## src/rtl/pipe_pkg.sv

```systemverilog
// pipe_pkg: types and constants shared by the fetch stage and the stage downstream of it.
package pipe_pkg;
    localparam int DATA_W = 19;
    typedef enum logic {IDLE, RUN} fetch_state_t;
    typedef logic [DATA_W-1:0] word_t;
endpackage

```

## src/rtl/fetch_skid_buf.sv

```systemverilog
// fetch_skid_buf: one-entry data+pc holding register with a full flag.
// Ports: clr_i empties the entry (highest priority), load_i captures data_i/pc_i
// and sets full, unload_i empties the entry. A load in the same cycle as an
// unload replaces the entry. data_o/pc_o/full_o expose the stored entry.
module fetch_skid_buf #(
    parameter int ADDR_W = 16,
    parameter int DATA_W = 19
) (
    input  logic              clk,
    input  logic              rst,
    input  logic              clr_i,
    input  logic              load_i,
    input  logic              unload_i,
    input  logic [DATA_W-1:0] data_i,
    input  logic [ADDR_W-1:0] pc_i,
    output logic [DATA_W-1:0] data_o,
    output logic [ADDR_W-1:0] pc_o,
    output logic              full_o
);
    logic              full_q, full_d;
    logic [DATA_W-1:0] data_q, data_d;
    logic [ADDR_W-1:0] pc_q, pc_d;
    always_comb begin
        full_d = clr_i ? 1'b0 : load_i ? 1'b1 : unload_i ? 1'b0 : full_q;
        data_d = load_i ? data_i : data_q;
        pc_d   = load_i ? pc_i : pc_q;
    end
    always_ff @(posedge clk or posedge rst) begin
        if (rst) begin
            full_q <= 1'b0;
            data_q <= '0;
            pc_q   <= '0;
        end else begin
            full_q <= full_d;
            data_q <= data_d;
            pc_q   <= pc_d;
        end
    end
    assign data_o = data_q;
    assign pc_o   = pc_q;
    assign full_o = full_q;
endmodule

```

## src/rtl/fetch_stage.sv

```systemverilog
// fetch_stage: PC-driven fetch from a 1-cycle synchronous memory with a 1-entry skid and redirect squash.
// Ports: en gates new requests; stall holds a valid output; redirect_valid/redirect_pc
// reload the PC and squash everything in flight or buffered; imem_req/imem_addr/imem_rdata
// form the memory read port; out_data/out_pc/valid_out feed the downstream stage.
// Optional macro FETCH_PERF_EN adds saturating perf_fetched/perf_stalls counters.
module fetch_stage
    import pipe_pkg::*;
#(
    parameter int              ADDR_W   = 16,
    parameter int              DATA_W   = pipe_pkg::DATA_W,
    parameter logic [ADDR_W-1:0] RESET_PC = '0
) (
    input  logic              clk,
    input  logic              rst,
    input  logic              en,
    input  logic              stall,
    input  logic              redirect_valid,
    input  logic [ADDR_W-1:0] redirect_pc,
    output logic              imem_req,
    output logic [ADDR_W-1:0] imem_addr,
    input  logic [DATA_W-1:0] imem_rdata,
    output logic [DATA_W-1:0] out_data,
    output logic [ADDR_W-1:0] out_pc,
    output logic              valid_out
`ifdef FETCH_PERF_EN
    ,
    output logic [31:0]       perf_fetched,
    output logic [31:0]       perf_stalls
`endif
);
    fetch_state_t      state_q, state_d;
    logic [ADDR_W-1:0] pc_q, pc_d, ipc_q, ipc_d, opc_q, opc_d, skid_pc;
    logic [DATA_W-1:0] odata_q, odata_d, skid_data;
    logic              inflight_q, inflight_d, valid_q, valid_d;
    logic              out_free, resp, skid_full, skid_load, skid_unload;

    assign out_free    = ~stall | ~valid_q;
    assign resp        = inflight_q & ~redirect_valid;
    // Blocking on a stalled output with a word in flight keeps the skid from overflowing.
    assign imem_req    = (state_q == RUN) & en & ~redirect_valid & ~skid_full
                       & ~(stall & valid_q & inflight_q);
    assign imem_addr   = pc_q;
    assign skid_unload = out_free & skid_full;
    // The skid takes the response whenever it cannot go straight to the output,
    // including when the output is being refilled from the skid (keeps order).
    assign skid_load   = resp & (~out_free | skid_full);

    fetch_skid_buf #(.ADDR_W(ADDR_W), .DATA_W(DATA_W)) u_skid (
        .clk      (clk),
        .rst      (rst),
        .clr_i    (redirect_valid),
        .load_i   (skid_load),
        .unload_i (skid_unload),
        .data_i   (imem_rdata),
        .pc_i     (ipc_q),
        .data_o   (skid_data),
        .pc_o     (skid_pc),
        .full_o   (skid_full)
    );

    always_comb begin
        state_d    = (state_q == IDLE) ? (en ? RUN : IDLE) : (en ? RUN : IDLE);
        pc_d       = redirect_valid ? redirect_pc : imem_req ? pc_q + 1'b1 : pc_q;
        inflight_d = imem_req;
        ipc_d      = imem_req ? pc_q : ipc_q;
        valid_d    = redirect_valid ? 1'b0 : out_free ? (skid_full | resp) : valid_q;
        odata_d    = odata_q;
        opc_d      = opc_q;
        if (~redirect_valid & out_free & skid_full) begin
            odata_d = skid_data;
            opc_d   = skid_pc;
        end else if (out_free & resp) begin
            odata_d = imem_rdata;
            opc_d   = ipc_q;
        end
    end

    always_ff @(posedge clk or posedge rst) begin
        if (rst) begin
            state_q    <= IDLE;
            pc_q       <= RESET_PC;
            ipc_q      <= '0;
            inflight_q <= 1'b0;
            valid_q    <= 1'b0;
            odata_q    <= '0;
            opc_q      <= '0;
        end else begin
            state_q    <= state_d;
            pc_q       <= pc_d;
            ipc_q      <= ipc_d;
            inflight_q <= inflight_d;
            valid_q    <= valid_d;
            odata_q    <= odata_d;
            opc_q      <= opc_d;
        end
    end

    assign out_data  = odata_q;
    assign out_pc    = opc_q;
    assign valid_out = valid_q;

`ifdef FETCH_PERF_EN
    logic [31:0] fetched_q, fetched_d, stalls_q, stalls_d;
    always_comb begin
        fetched_d = fetched_q + {31'b0, valid_q & ~stall & ~&fetched_q};
        stalls_d  = stalls_q + {31'b0, valid_q & stall & ~&stalls_q};
    end
    always_ff @(posedge clk or posedge rst) begin
        if (rst) begin
            fetched_q <= '0;
            stalls_q  <= '0;
        end else begin
            fetched_q <= fetched_d;
            stalls_q  <= stalls_d;
        end
    end
    assign perf_fetched = fetched_q;
    assign perf_stalls  = stalls_q;
`endif
endmodule

```

## config.mk

```make
export PLATFORM = sky130hd
export DESIGN_NAME = fetch_stage
export DESIGN_NICKNAME = d
export VERILOG_FILES = /design/src/rtl/pipe_pkg.sv /design/src/rtl/fetch_skid_buf.sv /design/src/rtl/fetch_stage.sv
export SDC_FILE = /design/constraint.sdc
export NUM_CORES = 1
export LEC_CHECK = 0
export BUFFER_PORTS_ARGS = -buffer_cell sky130_fd_sc_hd__buf_4
export CAP_MARGIN = 20
export CORE_ASPECT_RATIO = 1.1
export CORE_MARGIN = 5
export CORE_UTILIZATION = 35
export DETAILED_ROUTE_END_ITERATION = 8
export GPL_TIMING_DRIVEN = 0
export PLACE_DENSITY = 0.55
export RECOVER_POWER = 100
export SYNTH_ARGS = -nofsm -noshare
export SYNTH_HDL_FRONTEND = slang
export SYNTH_SLANG_ARGS = --single-unit
```

## constraint.sdc

```tcl
create_clock -name clk -period 3.5 [get_ports clk]
set_input_delay 0.7 -clock clk [delete_from_list [all_inputs] [get_ports clk]]
set_output_delay 0.7 -clock clk [all_outputs]
set_load 0.005 [all_outputs]
```

# [Word level (Yosys, flattened, before mapping)]
# Cells that the tools add are included.
[word_totals] output_inout_bits=53 wordCells=48 register_bits=106
[op_classes] reduce_logical=4 muxes=12 n_bitwise=21 addsub=1
[ops] op="2-to-1 mux 16 bit" count=4
[ops] op="2-to-1 mux 19 bit" count=2
[ops] op="adder 16 x 1 -> 16 bit (second input constant)" count=1
[ops] op="bitwise AND 1 bit" count=12
[ops] op="2-to-1 mux 1 bit" count=6
[ops] op="inverter 1 bit" count=6
[ops] op="nonzero test 2 bit" count=3
[ops] op="bitwise OR 1 bit" count=3
[ops] op="nonzero test 3 bit" count=1

# [Logic depth before layout (Yosys ltp)]
# Gate-level depths: netlist (run 1).
[logic_depth] depth_word=7 ltp_mapped=8 depth_no_buf=5

# [Modules after synthesis]
# Synthesis (run 1) repeated with hierarchy kept, for this count alone.
[hier_totals] hier_cells=417 area_unflattened_um2=4765.8
[by_module_without_submodules] mod="fetch_stage" n_inst=1 cells_each=338 seq_area_each_um2=1751.7 area_per_inst_um2=3271.9
[by_module_without_submodules] mod="fetch_skid_buf" n_inst=1 cells_each=79 seq_area_each_um2=900.9 area_per_inst_um2=1493.9

# [Worst setup path after synthesis (run 1)]
# OpenSTA, ideal clock, no wires.
[synth_timing] path_kind="input to output" start="in redirect_valid" end="out imem_req" path_slack_ns=1.104 path_stages=6 t_arrival_ns=1.696 required_ns=2.800 cell_sequence="buf_2 -> nand4bb_4 -> or2_1 -> inv_1 -> buf_4 -> buf_4"
[synth_via] elab_chain_cells=4
[synth_rtl] item="start: declaration" line="fetch_stage.sv:17" source="input logic redirect_valid,"
[synth_rtl] item="inverter 1 bit" line="fetch_stage.sv:40" source="assign imem_req = (state_q == RUN) & en & ~redirect_valid & ~skid_full"
[synth_rtl] item="bitwise AND 1 bit (2 in a row)" line="fetch_stage.sv:40"
[synth_rtl] item="bitwise AND 1 bit" line="fetch_stage.sv:41" source="& ~(stall & valid_q & inflight_q);"
[synth_rtl] item="end: declaration" line="fetch_stage.sv:19" source="output logic imem_req,"
# No other way between the ends.

# [Final worst setup path (run 1)]
# Same ends and word-level chain as after synthesis.

==> results of run 1 <==
==> tightest hold or removal path, delay by kind of cell (launching register included) <==
family / cells / cell delay (ps)
flops: 1 / 340
compound gates: 1 / 60
simple gates: 1 / 40
==> stage by stage <==
stage	hold slack [ps]	area [um^2]	worst slack (ps)	TNS, ps	total power [W]
floorplan	457.4	4674	11.11	0	0.001730
global placement	466.7	5559	-1261	-133270	0.002007
detailed placement	471.0	5589	817.9	0	0.002027
CTS	471.8	5894	796.2	0	0.003068
global route	483.1	5804	525.9	0	0.003160
finish	478.0	5804	701.1	0	0.003000
==> synth_stat cells, types with 5 or more instances <==
library cell and n:
nor2_1 9, inv_1 10, nor3_1 5, dfrtp_1 106
o21ai_0 45, a221o_1 7, o21ai_1 6, nand2_1 80
nand4_1 5, nand3_1 7, mux2i_1 34, mux2_2 36
clkbuf_1 8, buf_2 11
==> layer usage <==
metal,GRT usage,vias to the layer above,routed length (um)
li1,-,1672,-
met1,0.2068,1603,5309
met2,0.2046,102,4544
met3,0.03310,15,597
met4,0.06174,0,263
met5,0,-,0
==> area by class of cell <==
class	instances	area (um^2)	share of cell area
Multi-Input combinational cell	277	1823	0.3141
Tap cell	161	201.4	0.03471
Inverter	10	38.79	0.006682
Buffer	25	113.9	0.01962
Timing Repair Buffer	92	669.4	0.1153
Clock inverter	5	52.55	0.009054
Clock buffer	11	252.7	0.04354
Sequential cell	106	2653	0.4570
==> where the power goes <==
group	switching, W	internal [W]
Sequential	0.000121	0.00139
Clock	0.000448	0.000590
Combinational	0.000208	0.000241
==> cells in the final DEF (no fill, tap or decap), types with 6 or more instances in the layout <==
master,netlist,routed
dfrtp_1,106,106
nand2_1,80,80
o21ai_0,45,50
clkbuf_4,0,44
buf_4,2,38
mux2_2,36,36
mux2i_1,34,34
clkbuf_1,8,29
inv_1,10,9
nor2_1,9,9
clkbuf_16,0,9
a221o_1,7,7
nand3_1,7,7
a21oi_1,4,6
==> sequential cells by signal, summed over array words and instances, names as in the netlist <==
register and count:
imem_addr 16, out_data 19, out_pc 16, u_skid.data_o 19
inflight_q 1, u_skid.pc_o 16, valid_out 1, ipc_q 16
state_q 1, u_skid.full_o 1
==> final timing paths <==
path	start	end	slack [ps]	cells after the start
setup / recovery	redirect_valid	imem_req	700	7
hold / removal	out_data[6]	out_data[6]	480	2
setup reg to reg	u_skid.full_o	ipc_q[2]	1100	8
hold reg to reg	out_data[6]	out_data[6]	480	2
max in group asynchronous	rst	out_pc[7]	1520	2
min in group asynchronous	rst	u_skid.data_o[14]	960	2
==> cell families (layout without fill, tap and decap cells) <==
family,count (synthesis),after routing
compound gates,83,83
xor+xnor,1,1
flops,106,106
simple gates,122,122
buf+inv,35,143
fa+ha+maj,1,1
mux,70,70
==> impl_results.md, run 1 <==
* Outcome: complete, but fails checks
* Failing checks: max-capacitance violations, max-slew violations
* Hold Violations, Final at 0
* Parity-gate share of the synthesized area counting xor and xnor cells at 0.001874
* Crit. End Element: output port
* Clock tree from TritonCTS: built
* Number of global-route vias before repair at 3570
* Area leader, netlist: dfrtp_1
* CTS Buf Count at 9
* Number of hold buffers added after CTS at 0
* Adder-cell area share of the yosys netlist at 0.002677
* Worst slew slack as a fraction of its limit at -0.4988
* Number of setup violations in the final report at 0
* Weighted congestion reported at the end of routability-driven placement at 0.7895
* Synth Instances at 418
* Port Buffers at 91
* Initial antenna violation count at 0
* Initial core utilization at 0.3553
* Y dimension of the die at 131.2 um
* Worst clock skew at 5.015 ps
* Cell Count Post-Placement at 671
* # nets final at 562
* Post-detailed-placement half-perimeter wirelength at 7722 um
* Layout cell share with drive strength beyond 1 at 0.2738
* Total length of routed wires at 10720 um
* DRC violation count after routing at 0
* IR drop worst, VDD at 0.0002285 V
* Clk Latency, worst-skew pair at 340 ps
* Max Cap Viol at 1
* Post-detailed-route wirelength per cell at 15.60 um
* Pre-Repair DR Iteration Count at 4
* Largest family of logic cells by synthesized area: multiplexers
* Crit path time final at 2799 ps
* Maximum cell stage delay along the critical path at 300 ps
* Total gr overflow at 0
* # H-tree levels at 3
* Overall track demand over capacity in global routing at 0.1429
* Share of the yosys chip area belonging to registers at 0.5675
* Area overhead of the layout relative to synthesis at 24.17%
* Number of enable-type register cells in the synthesized netlist at 0
* Maximum clock path buffer count at 2
* Post-synthesis average cell area at 11.18 um^2
* Critical path data arrival time at 2100 ps
* Maximum number of pins on one net before global-route repair at 58
* Syn nets at 459
* Cell types with the largest area share after synthesis: dfrtp_1 57%, mux2_2 8.7%, mux2i_1 7.3%, nand2_1 6.4%, o21ai_0 4.8%
* Post-CTS Setup Repair Bufs at 0
* Count of different cell masters after synthesis at 41
* Post-synthesis compound-gate area fraction at 0.1095
* CP required at 2800 ps
* Fraction of synthesis flops using an asynchronous set or reset pin at 1.000
* Total die area at 15770 um^2
* Critical-path cell with the highest stage delay: nand4bb_1
* Buffer and inverter count on the worst path at 5
* Post-CTS resize count at 0
* Final critical-path share of the clock period at 0.7997
* Initial detailed-routing violation count at 239
* Warning count from the yosys run at 0
* Primary flip-flop cell chosen by synthesis mapping: dfrtp_1
* Core footprint at 13160 um^2
* Share of synthesized cell area in and, or, nand and nor gates at 0.1215
* Filler cell count at 1263
* Wire length of the first global-routing pass at 18310 um
* Cell Pwr Density at 516.9 nW/um^2
* Non-filler cells in the finished layout at 687
* Critical path launch point type: input port
* Vias per cell at 4.937
* Die width at 120.2 um
* P_leak at 2.958 nW
* Remaining number of nets flagged by the antenna check after routing at 0
* Num ports at 93
* Hold Path Class: reg2reg
* Crit Path Max Fanout at 11
* Maximum clock frequency at 0.3573 GHz
* RSZ-0062 raised after global routing: no
* ANT cells at 0
* Fraction of synthesized cell area taken by the top area cell type at 0.5675
* Classification of the worst setup path: in2out
* Synth Register Bits at 106
* Sinks on Clock Net at 106
* Clock-pin transition on the worst setup and hold timing paths at 70 ps
* Post-layout utilization of the core at 0.4411
* Synth Cell Area at 4674 um^2
* Via count at 3392
* Family with the most delay on the worst path: buffers and inverters
* Std-Cell Rows at 44
* Actual transition at the worst max-transition pin at 2236 ps
* Max Slew Vio Count at 50
* CP cell instances: clkbuf_1 -> nand4bb_1 -> or2_0 -> inv_1 -> buf_4 -> buf_4 -> clkbuf_1
* Clk root buf: clkbuf_16
* Portion of netlist area occupied by mux cells at 0.1595
No activity file was read; power rests on OpenSTA's default activity.
==> run 2, diff against run 1 <==
==> constraint.sdc (replaced) <==
create_clock -name clk -period 2.3 [get_ports clk]
set_input_delay 0.46 -clock clk [delete_from_list [all_inputs] [get_ports clk]]
set_output_delay 0.46 -clock clk [all_outputs]
set_load 0.005 [all_outputs]
==> run 2 against run 1 <==
Compared with the run above: the run still ends with max-capacitance violations, max-slew violations left; die area stayed put; largest power group unchanged; worst setup slack lost 600 ps; combinational power increased by 53%; largest cell class unchanged; utilization grew 0.28 points; clock-buffer cell count up 1; sequential cell count unchanged; via count rose by 3.1%; global-route usage increased by 0.057 points; sequential share of layout area is 0.28 points lower; clock power increased by 49%; cell count unchanged; clock skew up 4.3 ps.
==> impl_results.md, run 2 (synthesized netlist as in run 1, its figures left out) <==
* Post-detailed-route wirelength per cell at 15.91 um (+2.0%)
* Critical path launch point type: register
* Global routing usage on met2 at 0.2077 (+0.003124)
* Clk Latency, worst-skew pair at 340 ps (about the same)
* Crit Path Max Fanout at 20 (+9)
* Area overhead of the layout relative to synthesis at 24.95%
* CP cell instances: buf_6 -> nand4bb_4 -> or2_4 -> inv_2 -> buf_12 -> buf_4
* Total gr overflow at 0 (unchanged)
* Crit. End Element: output port
* Clock tree from TritonCTS: built
* Critical-path cell with the highest stage delay: dfrtp_1
* Initial core utilization at 0.3553 (unchanged)
* Cell Pwr Density at 777.5 nW/um^2 (+50%)
* Hold Violations, Final at 0 (unchanged)
* Port Buffers at 91 (unchanged)
* Number of global-route vias before repair at 3541 (-0.81%)
* Y dimension of the die at 131.2 um (unchanged)
* Gr busiest metal: met1
* Actual transition at the worst max-transition pin at 1559 ps (-676.6 ps)
* Layout cell share with drive strength beyond 1 at 0.2947 (+0.02091)
* Global routing met1 resource utilization at 0.2100 (+0.003154)
* IR drop worst, VDD at 0.0004081 V (+79%)
* CP required at 1840 ps (-960 ps)
* # H-tree levels at 3 (unchanged)
* P_leak at 2.977 nW (+0.65%)
* # nets final at 562 (unchanged)
* End of the worst register-to-register path: ipc_q[7]
* Via count at 3497 (+3.1%)
* Number of setup violations in the final report at 0 (unchanged)
* Worst slew slack as a fraction of its limit at -0.04524 (+0.4535)
* Vias per cell at 5.090 (+3.1%)
* Worst clock skew at 9.268 ps (+4.253 ps)
* Pre-Repair DR Iteration Count at 4 (unchanged)
* Worst reg2reg setup slack at 200 ps (-900 ps)
* Overall track demand over capacity in global routing at 0.1435 (+0.0005695)
* Critical path data arrival time at 1740 ps (-360 ps)
* Filler cell count at 1271 (+0.63%)
* Initial antenna violation count at 0 (unchanged)
* Failing checks: max-capacitance violations, max-slew violations
* Hold Path Class: in2reg
* Initial detailed-routing violation count at 166 (-31%)
* Num ports at 93 (unchanged)
* Maximum clock path buffer count at 2 (unchanged)
* Post-detailed-placement half-perimeter wirelength at 8022 um (+3.9%)
* Family with the most delay on the worst path: simple AND/OR/NAND/NOR gates
* Hold Path Stages at 1 (-1)
* ANT cells at 0 (unchanged)
* Maximum clock frequency at 0.4544 GHz
* CTS Buf Count at 9 (unchanged)
* Most common library cell in the layout ignoring fill and taps: dfrtp_1
* Met3 Use GR at 0.02923 (-0.003869)
* Max Slew Vio Count at 35 (-30%)
* Max Cap Viol at 1 (unchanged)
* Remaining number of nets flagged by the antenna check after routing at 0 (unchanged)
* Maximum cell stage delay along the critical path at 370 ps (+70 ps)
* RSZ-0062 raised after global routing: no
* Maximum number of pins on one net before global-route repair at 40 (-31%)
* Wire length of the first global-routing pass at 18480 um (+0.95%)
* Post-layout utilization of the core at 0.4439 (+0.002758)
* Setup tns final at 0 ps (unchanged)
* Buffer and inverter count on the worst path at 4 (-1)
* R2R depth at 8 (unchanged)
* Post-CTS Setup Repair Bufs at 0 (unchanged)
* Worst Slack Setup Final at 99.15 ps (-601.9 ps)
* Startpoint of the tightest hold check path: en
* Die width at 120.2 um (unchanged)
* Pre-CTS setup slack at 104.2 ps (-713.6 ps)
* Worst hold slack at 283.2 ps (-194.8 ps)
* Total die area at 15770 um^2 (unchanged)
* Commonest cells after routing, fill and taps aside: 106 x dfrtp_1, 80 x nand2_1, 48 x o21ai_0
* Clk root buf: clkbuf_16
* Final critical-path share of the clock period at 0.9569
* Non-filler cells in the finished layout at 687 (unchanged)
* Std-Cell Rows at 44 (unchanged)
* RR Startpoint: u_skid.full_o
* Crit path time final at 2201 ps
* Cell Count Post-Placement at 672 (+0.15%)
* Clock-pin transition on the worst setup and hold timing paths at 70 ps (about the same)
* Worst hold endpoint: state_q
* Outcome: complete, but fails checks
* Weighted congestion reported at the end of routability-driven placement at 0.8337 (+5.6%)
* Total length of routed wires at 10930 um (+2.0%)
* DRC violation count after routing at 0 (unchanged)
* Classification of the worst setup path: reg2out
* Core footprint at 13160 um^2 (unchanged)
* Sinks on Clock Net at 106 (unchanged)
## run 2: changes by cell type in the layout (fill, tap and decap cells not counted), moves of 2 or more
| cell | previous run | this run |
|---|---|---|
| o21ai_0 | 50 | 48 |
| clkinv_2 | 3 | 1 |
| buf_12 | 0 | 2 |
| o21ai_1 | 1 | 3 |
| clkbuf_1 | 29 | 22 |
| clkbuf_2 | 0 | 7 |
| clkbuf_4 | 44 | 46 |
## run 2: how the worst max path moves through the flow
stage	end	cells after the start	startpoint	slack, ps
finish	imem_req	6	u_skid.full_o	100
global route	imem_req	6	u_skid.full_o	20
detailed placement	imem_req	7	redirect_valid	100
CTS	imem_req	6	u_skid.full_o	0.9
floorplan	imem_req	6	redirect_valid	380
global placement	imem_addr[13]	2	rst	-180
## run 2: worst register-to-register path, cell delays in order (launching register included)
cell and delay [ps]:
dfrtp_1 370, buf_6 130, nand4bb_4 240, or2_4 280, clkbuf_2 200, clkbuf_1 320, clkbuf_2 290, nand2_1 110
nand2_1 50
## run 2: layout make-up
cell class | instances | area, um^2 | area share
repair buffers | 93 | 676.9 | 0.1159
clock buffers | 12 | 246.5 | 0.04220
well taps | 161 | 201.4 | 0.03449
multi-input cells | 277 | 1846 | 0.3160
clock inverters | 4 | 51.30 | 0.008783
flip-flops and latches | 106 | 2653 | 0.4542
inverters | 10 | 38.79 | 0.006641
plain buffers | 24 | 127.6 | 0.02185
## run 2: timing repair
| action | CTS | global route |
|---|---|---|
| setup endpoints to repair | 1 | 1 |
| cloned | 0 | 0 |
| resized for setup | 1 | 4 |
| hold buffers | 0 | 0 |
## run 2: per-layer routing
metal | vias up | routed length, um
met5 | - | 0
met4 | 0 | 171
met3 | 11 | 686
met2 | 119 | 4844
met1 | 1690 | 5225
li1 | 1677 | -
## run 2: power by group
group | total (W) | internal, W | switching, W
Combinational | 0.000687 | 0.000368 | 0.000319
Sequential | 0.00231 | 0.00212 | 0.000191
Clock | 0.00155 | 0.000875 | 0.000670
Total | 0.00454 | 0.00336 | 0.00118
## run 2: metrics by stage
stage	total power (W)	instance area, um^2
after floorplan	0.002633	4678
after global placement	0.003057	5563
after detailed placement	0.003095	5603
after CTS	0.004658	5897
after global routing	0.004786	5841
final	0.004541	5841
==> run 3, diff against run 2 <==
--- a/config.mk
+++ b/config.mk
@@ -14,6 +14,7 @@
 export GPL_TIMING_DRIVEN = 0
 export PLACE_DENSITY = 0.55
 export RECOVER_POWER = 100
+export SETUP_SLACK_MARGIN = 0.4
 export SYNTH_ARGS = -nofsm -noshare
 export SYNTH_HDL_FRONTEND = slang
 export SYNTH_SLANG_ARGS = --single-unit
==> run 3 against run 2 <==
Compared with the run above: the run now ends clean; register-to-register slack better by 40 ps; first-iteration DRC count rose by 49%; critical path depth increased by 1; hold slack improved by 18 ps; via count down 0.46%; combinational power increased by 2%; sequential cell count unchanged; clock-buffer cell count did not move; die area unchanged.
==> impl_results.md, run 3 (synthesized netlist as in run 1, its figures left out) <==
* Sinks on Clock Net at 106 (unchanged)
* Post-detailed-route wirelength per cell at 15.73 um (-1.1%)
* Worst clock skew at 4.278 ps (-4.990 ps)
* Total die area at 15770 um^2 (unchanged)
* Y dimension of the die at 131.2 um (unchanged)
* Crit Path Max Fanout at 2 (-90%)
* Filler cell count at 1262 (-0.71%)
* Maximum number of pins on one net before global-route repair at 42 (+5.0%)
* Most common library cell in the layout ignoring fill and taps: dfrtp_1
* Number of global-route vias before repair at 3534 (-0.20%)
* Remaining number of nets flagged by the antenna check after routing at 0 (unchanged)
* Pre-CTS setup slack at 135.3 ps (+31.08 ps)
* Non-filler cells in the finished layout at 695 (+1.2%)
* Crit. End Element: output port
* RSZ-0062 raised after global routing: yes
* Outcome: complete, no violations
* ANT cells at 0 (unchanged)
* Total gr overflow at 0 (unchanged)
* Wire length of the first global-routing pass at 18060 um (-2.2%)
* Cell Count Post-Placement at 672 (unchanged)
* Post-layout utilization of the core at 0.4477 (+0.003804)
* Worst slew slack as a fraction of its limit at 0.07074 (+0.1160)
* Max Cap Viol at 0 (-1)
* Layout cell share with drive strength beyond 1 at 0.3034 (+0.008694)
* Pre-Repair DR Iteration Count at 4 (unchanged)
* Area overhead of the layout relative to synthesis at 26.02%
* Port Buffers at 91 (unchanged)
* Worst Slack Setup Final at 204.9 ps (+105.7 ps)
* Worst hold slack at 300.7 ps (+17.53 ps)
* Hold Path Class: in2reg
* Clock tree from TritonCTS: built
* Startpoint of the tightest hold check path: en
* Commonest cells after routing, fill and taps aside: 106 x dfrtp_1, 80 x nand2_1, 50 x clkbuf_4
* Number of setup violations in the final report at 0 (unchanged)
* Post-detailed-placement half-perimeter wirelength at 7913 um (-1.4%)
* Initial antenna violation count at 0 (unchanged)
* Hold Path Stages at 1 (unchanged)
* Critical path data arrival time at 1640 ps (-100 ps)
* Number of hold buffers added after CTS at 0 (unchanged)
* Core footprint at 13160 um^2 (unchanged)
* IR drop worst, VDD at 0.0004185 V (+2.6%)
* Total length of routed wires at 10930 um (about the same)
* End of the worst register-to-register path: u_skid.pc_o[7]
* Worst reg2reg setup slack at 240 ps (+40 ps)
* Worst hold endpoint: state_q
* P_leak at 2.999 nW (+0.72%)
* Via count at 3481 (-0.46%)
* # H-tree levels at 3 (unchanged)
* # nets final at 570 (+1.4%)
* DRC violation count after routing at 0 (unchanged)
* Initial core utilization at 0.3553 (unchanged)
* Vias per cell at 5.009 (-1.6%)
* Actual transition at the worst max-transition pin at 1386 ps (-173.0 ps)
* RR Startpoint: u_skid.full_o
* Critical path launch point type: register
* R2R depth at 6 (-2)
* Maximum clock frequency at 0.4773 GHz (+5.0%)
* Max Slew Vio Count at 0 (-100%)
* CP required at 1840 ps (about the same)
* CTS Buf Count at 9 (unchanged)
* Setup tns final at 0 ps (unchanged)
* Initial detailed-routing violation count at 248 (+49%)
* Clock-pin transition on the worst setup and hold timing paths at 70 ps (about the same)
* Std-Cell Rows at 44 (unchanged)
* Weighted congestion reported at the end of routability-driven placement at 0.8387 (+0.60%)
* Cell Pwr Density at 751.9 nW/um^2 (-3.3%)
* Maximum clock path buffer count at 2 (unchanged)
* Crit path time final at 2095 ps (-105.7 ps)
* Num ports at 93 (unchanged)
* Clk root buf: clkbuf_16
* Classification of the worst setup path: reg2out
* Final critical-path share of the clock period at 0.9109 (-0.04596)
* Overall track demand over capacity in global routing at 0.1395 (-0.004052)
* Clk Latency, worst-skew pair at 330 ps (about the same)
* Die width at 120.2 um (unchanged)
* Hold Violations, Final at 0 (unchanged)
==> run 3: metrics by stage <==
stage | area [um^2] | total power, W
after floorplan | 4682 | 0.002633
after global placement | 5567 | 0.003057
after detailed placement | 5607 | 0.003087
after CTS | 5946 | 0.004535
after global routing | 5891 | 0.004672
final | 5891 | 0.004429
==> run 3: per-layer routing <==
metal	wire, um	vias to the layer above	share of wire	track usage
met5	0	-	0	0
met3	577	12	0.053	0.02923
li1	-	1683	-	-
met4	175	0	0.016	0.05220
met2	4856	109	0.44	0.2068
met1	5322	1677	0.49	0.2010
==> run 3: layout make-up <==
cell class | instances | area, um^2 | share of cell area
Multi-Input combinational cell | 277 | 1839 | 0.3122
Timing Repair Buffer | 100 | 742.0 | 0.1260
Clock buffer | 12 | 246.5 | 0.04184
Inverter | 10 | 41.29 | 0.007009
Clock inverter | 4 | 27.53 | 0.004673
Buffer | 25 | 140.1 | 0.02379
Tap cell | 161 | 201.4 | 0.03420
Sequential cell | 106 | 2653 | 0.4503
==> run 3: critical path, stage by stage (launching register included) <==
cell and delay [ps]:
dfrtp_1 360, clkbuf_1 120, nand4bb_4 190, or2_0 280
inv_4 80, buf_6 100, buf_8 90, buf_6 80
==> run 3: report_power, final <==
part           leakage (nW)  internal, W  switching, W
Sequential             1.38      0.00212      0.000187
Combinational          1.49     0.000383      0.000315
Clock                 0.125     0.000764      0.000664
Total                  3.00      0.00326       0.00117
==> run 3: repair_timing <==
action,CTS,global route
resized for setup,7,7
setup endpoints to repair,3,34
setup buffers,6,1
pin swaps,2,1
==> run 3: worst max-delay path by stage <==
stage	to	startpoint	cells past startpoint
floorplan	imem_req	redirect_valid	6
global placement	state_q	rst	2
detailed placement	imem_req	redirect_valid	7
CTS	imem_req	u_skid.full_o	7
global route	u_skid.pc_o[13]	u_skid.full_o	6
finish	imem_req	u_skid.full_o	7
